**config.mk**
```make
export PLATFORM = sky130hd
export DESIGN_NAME = pipeline_sink
export DESIGN_NICKNAME = d
export VERILOG_FILES = /design/src/rtl/pipeline_pkg.sv /design/src/rtl/lfsr_stall_gen.sv /design/src/rtl/pipeline_sink.sv
export SDC_FILE = /design/constraint.sdc
export NUM_CORES = 1
export LEC_CHECK = 0
export CORE_ASPECT_RATIO = 0.75
export CORE_UTILIZATION = 49
export CTS_BUF_LIST = sky130_fd_sc_hd__clkbuf_8
export CTS_CLUSTER_DIAMETER = 50
export DETAILED_ROUTE_END_ITERATION = 8
export PLACE_DENSITY = 0.83
export SLEW_MARGIN = 20
export SYNTH_ARGS = -nofsm -noshare
export SYNTH_HDL_FRONTEND = slang
export SYNTH_SLANG_ARGS = --single-unit
```
**constraint.sdc**
```tcl
create_clock -name clk -period 7.15 [get_ports clk]
set_input_delay 1.43 -clock clk [delete_from_list [all_inputs] [get_ports clk]]
set_output_delay 1.43 -clock clk [all_outputs]
set_load 0.005 [all_outputs]
```
**src/rtl/pipeline_pkg.sv**
```systemverilog
`default_nettype none
// ============================================================================
// Module   : pipeline_pkg
// Purpose  : Shared definitions for the pipeline sink: default data width,
//            checker state encoding, backpressure LFSR seed and step function.
// Ports    : none (package)
// Revision : 1.0  initial release
// ============================================================================
package pipeline_pkg;

  localparam int          c_data_w    = 32;
  localparam logic [15:0] c_lfsr_seed = 16'hACE1;

  // Feedback taps (polynomial x^16 + x^14 + x^13 + x^11 + 1), as bit indices
  localparam int c_tap_a = 15;
  localparam int c_tap_b = 13;
  localparam int c_tap_c = 12;
  localparam int c_tap_d = 10;

  typedef enum logic [1:0] {
    IDLE   = 2'd0,
    RUN    = 2'd1,
    RESYNC = 2'd2
  } chk_state_t;

  // One Fibonacci step: shift left, feedback enters at bit 0
  function automatic logic [15:0] lfsr_step(input logic [15:0] l);
    return {l[14:0], l[c_tap_a] ^ l[c_tap_b] ^ l[c_tap_c] ^ l[c_tap_d]};
  endfunction

endpackage
`default_nettype wire

```
**src/rtl/lfsr_stall_gen.sv**
```systemverilog
`default_nettype none
// ============================================================================
// Module   : lfsr_stall_gen
// Purpose  : Free-running 16-bit LFSR producing registered pseudo-random
//            backpressure. The LFSR steps every cycle whether or not
//            backpressure is enabled.
// Ports    : clk, reset (async, active-high)
//            stall_en      - enable backpressure
//            stall_thresh  - stall when next LFSR[3:0] < stall_thresh
//            stall_o       - registered stall to upstream
// Revision : 1.0  initial release
// ============================================================================
module lfsr_stall_gen
  import pipeline_pkg::*;
#(
  parameter logic [15:0] LFSR_SEED = c_lfsr_seed
) (
  input  logic       clk,
  input  logic       reset,
  input  logic       stall_en,
  input  logic [3:0] stall_thresh,
  output logic       stall_o
);

  logic [15:0] r_lfsr;
  logic [15:0] w_lfsr_next;
  logic        r_stall;

  assign w_lfsr_next = lfsr_step(r_lfsr);

  // Decision uses the next LFSR value so stall_o lines up with the new state
  always_ff @(posedge clk or posedge reset) begin
    if (reset) begin
      r_lfsr  <= LFSR_SEED;
      r_stall <= 1'b0;
    end else begin
      r_lfsr  <= w_lfsr_next;
      r_stall <= stall_en & (w_lfsr_next[3:0] < stall_thresh);
    end
  end

  assign stall_o = r_stall;

endmodule
`default_nettype wire

```
**src/rtl/pipeline_sink.sv**
```systemverilog
`default_nettype none
// ============================================================================
// Module   : pipeline_sink
// Purpose  : Terminal consumer of the valid/stall/flush stream. Applies
//            pseudo-random backpressure, accumulates a wrapping checksum and
//            a saturating word count, and checks that words follow a +1
//            sequence, resynchronising after every upstream flush.
// Ports    : clk, reset (async, active-high)
//            in_data/in_valid/in_flush - upstream stream
//            stall_o                   - backpressure to upstream
//            stall_en/stall_thresh     - backpressure control
//            seq_base                  - expected first word after reset/clear
//            clear                     - synchronous clear of stats/checker
//            sum_o/count_o/last_o      - statistics
//            err_o/err_cnt_o/first_err_o - sequence error reporting
//            state_o                   - checker state (IDLE/RUN/RESYNC)
// Revision : 1.0  initial release
// ============================================================================
module pipeline_sink
  import pipeline_pkg::*;
#(
  parameter int          DATA_W    = c_data_w,
  parameter int          CNT_W     = 16,
  parameter int          ECNT_W    = 8,
  parameter logic [15:0] LFSR_SEED = c_lfsr_seed
) (
  input  logic              clk,
  input  logic              reset,
  input  logic [DATA_W-1:0] in_data,
  input  logic              in_valid,
  input  logic              in_flush,
  output logic              stall_o,
  input  logic              stall_en,
  input  logic [3:0]        stall_thresh,
  input  logic [DATA_W-1:0] seq_base,
  input  logic              clear,
  output logic [DATA_W-1:0] sum_o,
  output logic [CNT_W-1:0]  count_o,
  output logic [DATA_W-1:0] last_o,
  output logic              err_o,
  output logic [ECNT_W-1:0] err_cnt_o,
  output logic [DATA_W-1:0] first_err_o,
  output logic [1:0]        state_o
);

  localparam logic [DATA_W-1:0] c_one      = {{(DATA_W-1){1'b0}}, 1'b1};
  localparam logic [CNT_W-1:0]  c_cnt_one  = {{(CNT_W-1){1'b0}}, 1'b1};
  localparam logic [ECNT_W-1:0] c_ecnt_one = {{(ECNT_W-1){1'b0}}, 1'b1};

  chk_state_t        r_state;
  chk_state_t        w_state_next;
  logic [DATA_W-1:0] r_exp;
  logic [DATA_W-1:0] w_exp_next;
  logic              w_cmp;
  logic [DATA_W-1:0] w_ref;
  logic              w_mismatch;
  logic              w_xfer;
  logic              w_stall;

  logic [DATA_W-1:0] r_sum;
  logic [CNT_W-1:0]  r_count;
  logic [DATA_W-1:0] r_last;
  logic              r_err;
  logic [ECNT_W-1:0] r_err_cnt;
  logic [DATA_W-1:0] r_first_err;

  lfsr_stall_gen #(
    .LFSR_SEED (LFSR_SEED)
  ) u_stall_gen (
    .clk          (clk),
    .reset        (reset),
    .stall_en     (stall_en),
    .stall_thresh (stall_thresh),
    .stall_o      (w_stall)
  );

  // A flushed word is never accepted, even if valid and not stalled
  assign w_xfer = in_valid & ~w_stall & ~in_flush;

  // --------------------------------------------------------------------------
  // Sequence checker: state register
  // --------------------------------------------------------------------------
  always_ff @(posedge clk or posedge reset) begin
    if (reset) begin
      r_state <= IDLE;
      r_exp   <= '0;
    end else begin
      r_state <= w_state_next;
      r_exp   <= w_exp_next;
    end
  end

  // --------------------------------------------------------------------------
  // Sequence checker: next state / compare selection
  // Priority clear > flush > transfer. The expectation always follows the
  // received word so a single glitch produces a single error.
  // --------------------------------------------------------------------------
  always_comb begin
    w_state_next = r_state;
    w_exp_next   = r_exp;
    w_cmp        = 1'b0;
    w_ref        = r_exp;
    if (clear) begin
      w_state_next = IDLE;
    end else if (in_flush) begin
      if (r_state == RUN) begin
        w_state_next = RESYNC;
      end
    end else if (w_xfer) begin
      w_exp_next = in_data + c_one;
      case (r_state)
        IDLE: begin
          w_cmp        = 1'b1;
          w_ref        = seq_base;
          w_state_next = RUN;
        end
        RUN: begin
          w_cmp = 1'b1;
          w_ref = r_exp;
        end
        RESYNC: begin
          w_state_next = RUN;
        end
        default: begin
          w_state_next = IDLE;
        end
      endcase
    end
  end

  assign w_mismatch = w_cmp & (in_data != w_ref);

  // --------------------------------------------------------------------------
  // Statistics and error reporting
  // --------------------------------------------------------------------------
  always_ff @(posedge clk or posedge reset) begin
    if (reset) begin
      r_sum       <= '0;
      r_count     <= '0;
      r_last      <= '0;
      r_err       <= 1'b0;
      r_err_cnt   <= '0;
      r_first_err <= '0;
    end else if (clear) begin
      r_sum       <= '0;
      r_count     <= '0;
      r_last      <= '0;
      r_err       <= 1'b0;
      r_err_cnt   <= '0;
      r_first_err <= '0;
    end else if (w_xfer) begin
      r_sum  <= r_sum + in_data;
      r_last <= in_data;
      if (r_count != {CNT_W{1'b1}}) begin
        r_count <= r_count + c_cnt_one;
      end
      if (w_mismatch) begin
        if (r_err_cnt != {ECNT_W{1'b1}}) begin
          r_err_cnt <= r_err_cnt + c_ecnt_one;
        end
        if (!r_err) begin
          r_first_err <= in_data;
        end
        r_err <= 1'b1;
      end
    end
  end

  assign stall_o     = w_stall;
  assign sum_o       = r_sum;
  assign count_o     = r_count;
  assign last_o      = r_last;
  assign err_o       = r_err;
  assign err_cnt_o   = r_err_cnt;
  assign first_err_o = r_first_err;
  assign state_o     = r_state;

endmodule
`default_nettype wire

```
Yosys cells after proc, flatten, opt, wreduce, memory -nomap -nowiden
Index checks and enable logic that the tools add are counted.
Widths: inputs -> output; s select.
{ "word_totals": {"register_bits": 172, "out_inout_bits": 124} }
{ "op_classes": {"bitwise_logic": 10, "add_sub_neg": 4, "mux": 31, "reduce_logical": 14, "magnitude_cmp": 1, "n_eq_ne": 8} }
{ "ops": {"columns": ["operator", "n"], "rows": [
  ["$mux 32", 12],
  ["$mux 16", 3],
  ["$add 32x1->32 const B", 1],
  ["$add 32x32->32", 1],
  ["$mux 8", 4],
  ["$ne 32x32->1", 1],
  ["$add 16x1->16 const B", 1],
  ["$ne 16x16->1 const B", 1],
  ["$reduce_and 3->1", 4],
  ["$add 8x1->8 const B", 1],
  ["$mux 2", 4],
  ["$ne 8x8->1 const B", 1],
  ["$reduce_bool 2->1", 4],
  ["$mux 1", 7],
  ["$and 1x1->1", 4],
  ["$lt 4x4->1", 1],
  ["$pmux 2 s2", 1],
  ["$reduce_and 2->1", 2],
  ["$reduce_or 2->1", 2],
  ["$ne 3x1->1 const B", 1],
  ["$ne 3x3->1 const B", 1],
  ["$not 1->1", 3],
  ["$reduce_bool 3->1", 1],
  ["$xor 1x1->1", 3],
  ["4 further kinds", 4]
]} }

Depth between registers and ports, before layout
{ "logic_depth": {"ltp_word": 11, "mapped_depth": 12} }

Modules after synthesis
Synthesis repeated with hierarchy kept, for this count alone.
{ "unflattened": {"cells_unflattened": 1074, "hier_area_um2": 9735.6} }
{ "by_module_without_submodules": {"columns": ["mod", "instances", "seq_area_each_um2", "cells_each", "area_per_inst_um2"], "rows": [
  ["pipeline_sink", 1, 3878.7, 1040, 9182.6],
  ["lfsr_stall_gen", 1, 435.4, 34, 553.0]
]} }

Worst setup path before layout
Ideal clock, no wire load.
{ "synth_path": {"path_type": "input port to flip-flop", "from": "input port in_data[4]", "to": "register r_sum[31], in the netlist sum_o[31]", "slack_ns": 3.043, "setup_ns": 0.125, "n_path_buf": 0, "stages": 10, "arrival_ns": 3.983, "required_ns": 7.025, "cell_sequence": "ha_1 > a21oi_1 > o2111ai_1 > a211o_1 > and3_1 > nor3_1 > nor4_1 > o41ai_1 > mux2i_1 > mux2_2"} }
{ "synth_via": {"elab_chain_cells": 3} }
{ "synth_rtl": {"columns": ["element", "line_no", "rtl"], "rows": [
  ["from (decl)", "pipeline_sink.sv:29", "input logic [DATA_W-1:0] in_data,"],
  ["$add 32x32->32", "pipeline_sink.sv:152", "r_sum <= r_sum + in_data;"],
  ["$mux 32", "pipeline_sink.sv:151", "end else if (w_xfer) begin"],
  ["$mux 32", "pipeline_sink.sv:144", "end else if (clear) begin"],
  ["to (signal assigned)", "pipeline_sink.sv:152", null],
  ["to (decl)", "pipeline_sink.sv:60", "logic [DATA_W-1:0] r_sum;"]
]} }
No other way between the ends. The select of a mux whose other input is x is not followed.
A chain may end at the register's enable or synchronous reset.

Final worst setup path
{ "layout_path": {"from": "input port in_flush", "to": "register r_first_err[7], in the netlist first_err_o[7]"} }
{ "layout_via": {"elab_chain_cells": 9, "word_cells_on_any_way": 13, "cone_classes": "eq/ne: 1; mux: 6; bitwise: 3; reduce/logical: 3"} }
{ "layout_rtl": {"columns": ["element", "line_no", "rtl"], "rows": [
  ["from (decl)", "pipeline_sink.sv:31", "input logic in_flush,"],
  ["$not 1->1 (no line)", null, null],
  ["$and 1x1->1", "pipeline_sink.sv:78", "assign w_xfer = in_valid & ~w_stall & ~in_flush;"],
  ["$mux 32", "pipeline_sink.sv:109", "end else if (w_xfer) begin"],
  ["$mux 32", "pipeline_sink.sv:105", "end else if (in_flush) begin"],
  ["$mux 32", "pipeline_sink.sv:103", "if (clear) begin"],
  ["$ne 32x32->1", "pipeline_sink.sv:131", "assign w_mismatch = w_cmp & (in_data != w_ref);"],
  ["$and 1x1->1", "pipeline_sink.sv:131", null],
  ["$reduce_bool 2->1 (no line)", null, null],
  ["$reduce_and 3->1 (no line) (*)", null, null],
  ["to (signal assigned)", "pipeline_sink.sv:162", "r_first_err <= in_data;"],
  ["to (decl)", "pipeline_sink.sv:65", "logic [DATA_W-1:0] r_first_err;"]
]} }
Every way passes the cells marked *; elsewhere a longest branch is shown, timed or not.

==> impl_metrics.yaml <==
grt:
  antenna_found_initial: 0
  grt_pass1_vias: 8371
  grt_first_pass_wirelength_um: 46400
  global_route.overflow_total: 0
  maximum_number_of_pins_on_one_net_before_global_route_repair: 81
  grt_usage_pct: 29.5
route:
  wirelength_um: 29200
  detailedRoute.firstIterationViolations: 901
  drc_errors: 0
  via_count: 8783
  routedWlPerCell_um: 19.3
  detailedRoute.firstPassIterationCount: 5
  residual_antenna_violating_net_count_after_detailed_routing: 0
  drt-vias-per-instance: 5.82
min_path:
  path_type_of_the_worst_min_delay_path: "reg2reg"
synth:
  synth_seq_area_share_pct: 44.2
  synthDominantAreaCellType: "dfrtp_1"
  post_syn_area_per_cell_um2: 9.00
  syn-num-nets: 1197
  most_used_flip_flop_cell_after_synthesis: "dfrtp_1"
  syn_inst: 1085
  post_synth_instance_area_um2: 9770
  synth_area_leaders: "dfrtp_1 (42%), nand2_1 (6.4%), a21oi_1 (6.1%)"
  synthArstFlopShare_pct: 100
  synthDominantCellAreaShare_pct: 42.0
  ys_warn_count: 0
  synthDistinctLibCells: 62
  synth-seq-cells: 172
  count_of_flip_flops_with_a_built_in_enable_after_synthesis: 0
cts:
  cts_root_buffer: "clkbuf_8"
  clock_sink_count: 172
  clk_transition_reported_paths_ns: 0.09
  clock_insertion_delay_worst_skew_ns: 0.48
  cts_htree_levels: 4
  maximum_root_to_sink_buffer_count: 2
  cts-hold-fix-buffers: 0
  post_cts.repair.setup_buffers: 0
  ctsResizeCount: 0
  numCtsBuffers: 17
  tritoncts: "yes"
final_layout:
  sequential_cell_area_um2: 4310
  share_of_layout_cells_above_drive_strength_1_pct: 5.57
  antenna_cells_inserted: 0
  area_growth_syn_to_layout_pct: 25.9
  layout_common_cells: "clkdlybuf4s50_1 (196), nand2_1 (165), dfrtp_1 (164)"
  layout.filler_cells: 1584
  final_cell_area_um2: 12300
  multi_input_area_um2: 5100
  num-nets-final: 1355
  layout.cells.most_common: "clkdlybuf4s50_1"
timing:
  totalNegativeSetupSlack_ns: 0
  report.final.setup_viol: 0
  min_period_over_period_pct: 70.9
  fin_worst_skew_ns: 0.0144
  relSlewSlack_pct: 30.9
  layout_min_cycle_time_ns: 5.07
  clock.fmax_mhz: 197
  worst-slew-pin-transition_ns: 1.03
  timing.final.hold_violations: 0
  final-max-slew-violation-count: 0
  grt_setup_unrepaired: "false"
setup_path:
  crit_family: "simple AND/OR/NAND/NOR gates"
  worstSetupPathType: "in2reg"
  timing.critical_path.arrival_ns: 5.41
  cp-end-kind: "register"
  critical_path.n_buffers_inverters: 3
  crit_path_cell_trace: "clkdlybuf4s50_1 -> or4b_4 -> nor3_2 -> buf_4 -> mux2i_1 -> xnor2_1 -> nor4_2 -> nand4b_1 -> o21ai_4 -> buf_4 -> mux2i_1 -> nor2_1"
  setup.reg_to_reg.worst_slack_ns: 3.10
  path_max_fanout: 24
  critical-path-slowest-cell: "o21ai_4"
  worst_path_largest_cell_delay_ns: 0.86
  setup.worst_path.start_class: "input pin"
  critPathRequiredTime_ns: 7.49
outcome:
  outcome: "finished clean"
placed_design:
  placedInstanceArea_um2: 11900
  port_buffers: 197
  place.detailed.hpwl_um: 20900
  routabilityCongestion: 0.921
job:
  max-cap-violations: 0
power_and_ir_drop:
  cellLeakagePower_nw: 5.40
  peakVddDrop_mv: 0.107
  power_per_cell_area_nw_per_um2: 185
  post-layout-total-power_w: 0.00227
die:
  die_y_um: 124
  i_o_pin_total: 198
  floorplan.rows: 44
  initial_utilization_pct: 50.3
  fp.dieW_um: 165
  placeableCoreArea_um2: 19400
  dieArea_um2: 20500
==> worst paths after layout <==
kind	start	endpoint	cells past startpoint
worst max-delay path	in_flush	first_err_o[7]	12
worst min-delay path	u_stall_gen.r_lfsr[4]	u_stall_gen.r_lfsr[5]	0
worst max register to register	state_o[1]	first_err_o[7]	11
worst min register to register	u_stall_gen.r_lfsr[4]	u_stall_gen.r_lfsr[5]	0
max in group asynchronous	reset	sum_o[10]	3
min in group asynchronous	reset	count_o[3]	2
==> cell usage after synthesis, drive strengths merged (8+ instances only) <==
cell	count
nand2	166
dfrtp	164
nor2	121
a21oi	120
clkbuf	56
xor2	55
xnor2	53
mux2i	46
ha	37
nand3	30
inv	28
o21ai	20
nor3	17
nand4	15
and3	13
buf	11
nand2b	11
nor4	10
a21o	9
dfstp	8
nor2b	8
==> final cells by class <==
class,instances,share of cell area (%)
Multi-Input combinational cell,818,41.4
Sequential cell,172,35.1
Timing Repair Buffer,206,16.6
Tap cell,253,2.57
Clock buffer,19,2.13
Clock inverter,13,1.32
Inverter,28,0.895
==> layer usage <==
layer | part of all wire, % | up-vias | global-route usage, %
li1 | - | 4027 | -
met1 | 46 | 4304 | 43.9
met2 | 44 | 375 | 42.3
met3 | 7.3 | 77 | 5.33
met4 | 3.2 | 0 | 11.4
met5 | 0 | - | 0
==> registers in the layout, summed over array words and instances, names as in the netlist <==
name                 cells
count_o                 16
err_cnt_o                8
err_o                    1
first_err_o             32
last_o                  32
r_exp                   32
state_o                  2
sum_o                   32
u_stall_gen.r_lfsr      16
u_stall_gen.stall_o      1
==> report_power, final <==
part | internal [W] | switching, W | leakage [nW]
Clock | 0.000366 | 0.000379 | 0.214
Sequential | 0.00103 | 0.0000506 | 2.26
Combinational | 0.000201 | 0.000243 | 2.93
==> logic make-up (layout without fill, tap and decap cells) <==
| family | Yosys count | after routing | synth area share [%] |
|---|---|---|---|
| and+or+nand+nor | 420 | 420 | 19.6 |
| AOI/OAI and AO/OA | 199 | 199 | 12.1 |
| DFF | 172 | 172 | 44.2 |
| xor gates and xnor gates | 108 | 108 | 9.68 |
| buffers and inverters | 95 | 266 | 3.91 |
| muxes | 53 | 53 | 5.64 |
| adders and majority gates | 38 | 38 | 4.94 |
==> worst reg2reg max path: cells and delay by family, from the launching register on <==
kind | cells | cell delay, ns
simple gates | 5 | 1.24
buf+inv | 2 | 0.70
flops | 1 | 0.45
mux | 2 | 0.55
compound gates | 1 | 0.86
xor+xnor | 1 | 0.12
==> metrics by stage <==
stage          cells  hold slack [ns]  setup slack, ns  util [%]
6_report        1509            0.360             2.08      63.3
5_1_grt         1509            0.373             1.90      63.3
4_1_cts         1509            0.357             2.11      63.3
3_5_place_dp    1477            0.336             1.62      61.1
3_3_place_gp    1477            0.334             1.81      61.1
2_1_floorplan   1085            0.331             1.07         -
(Power assumes the default switching activity.)
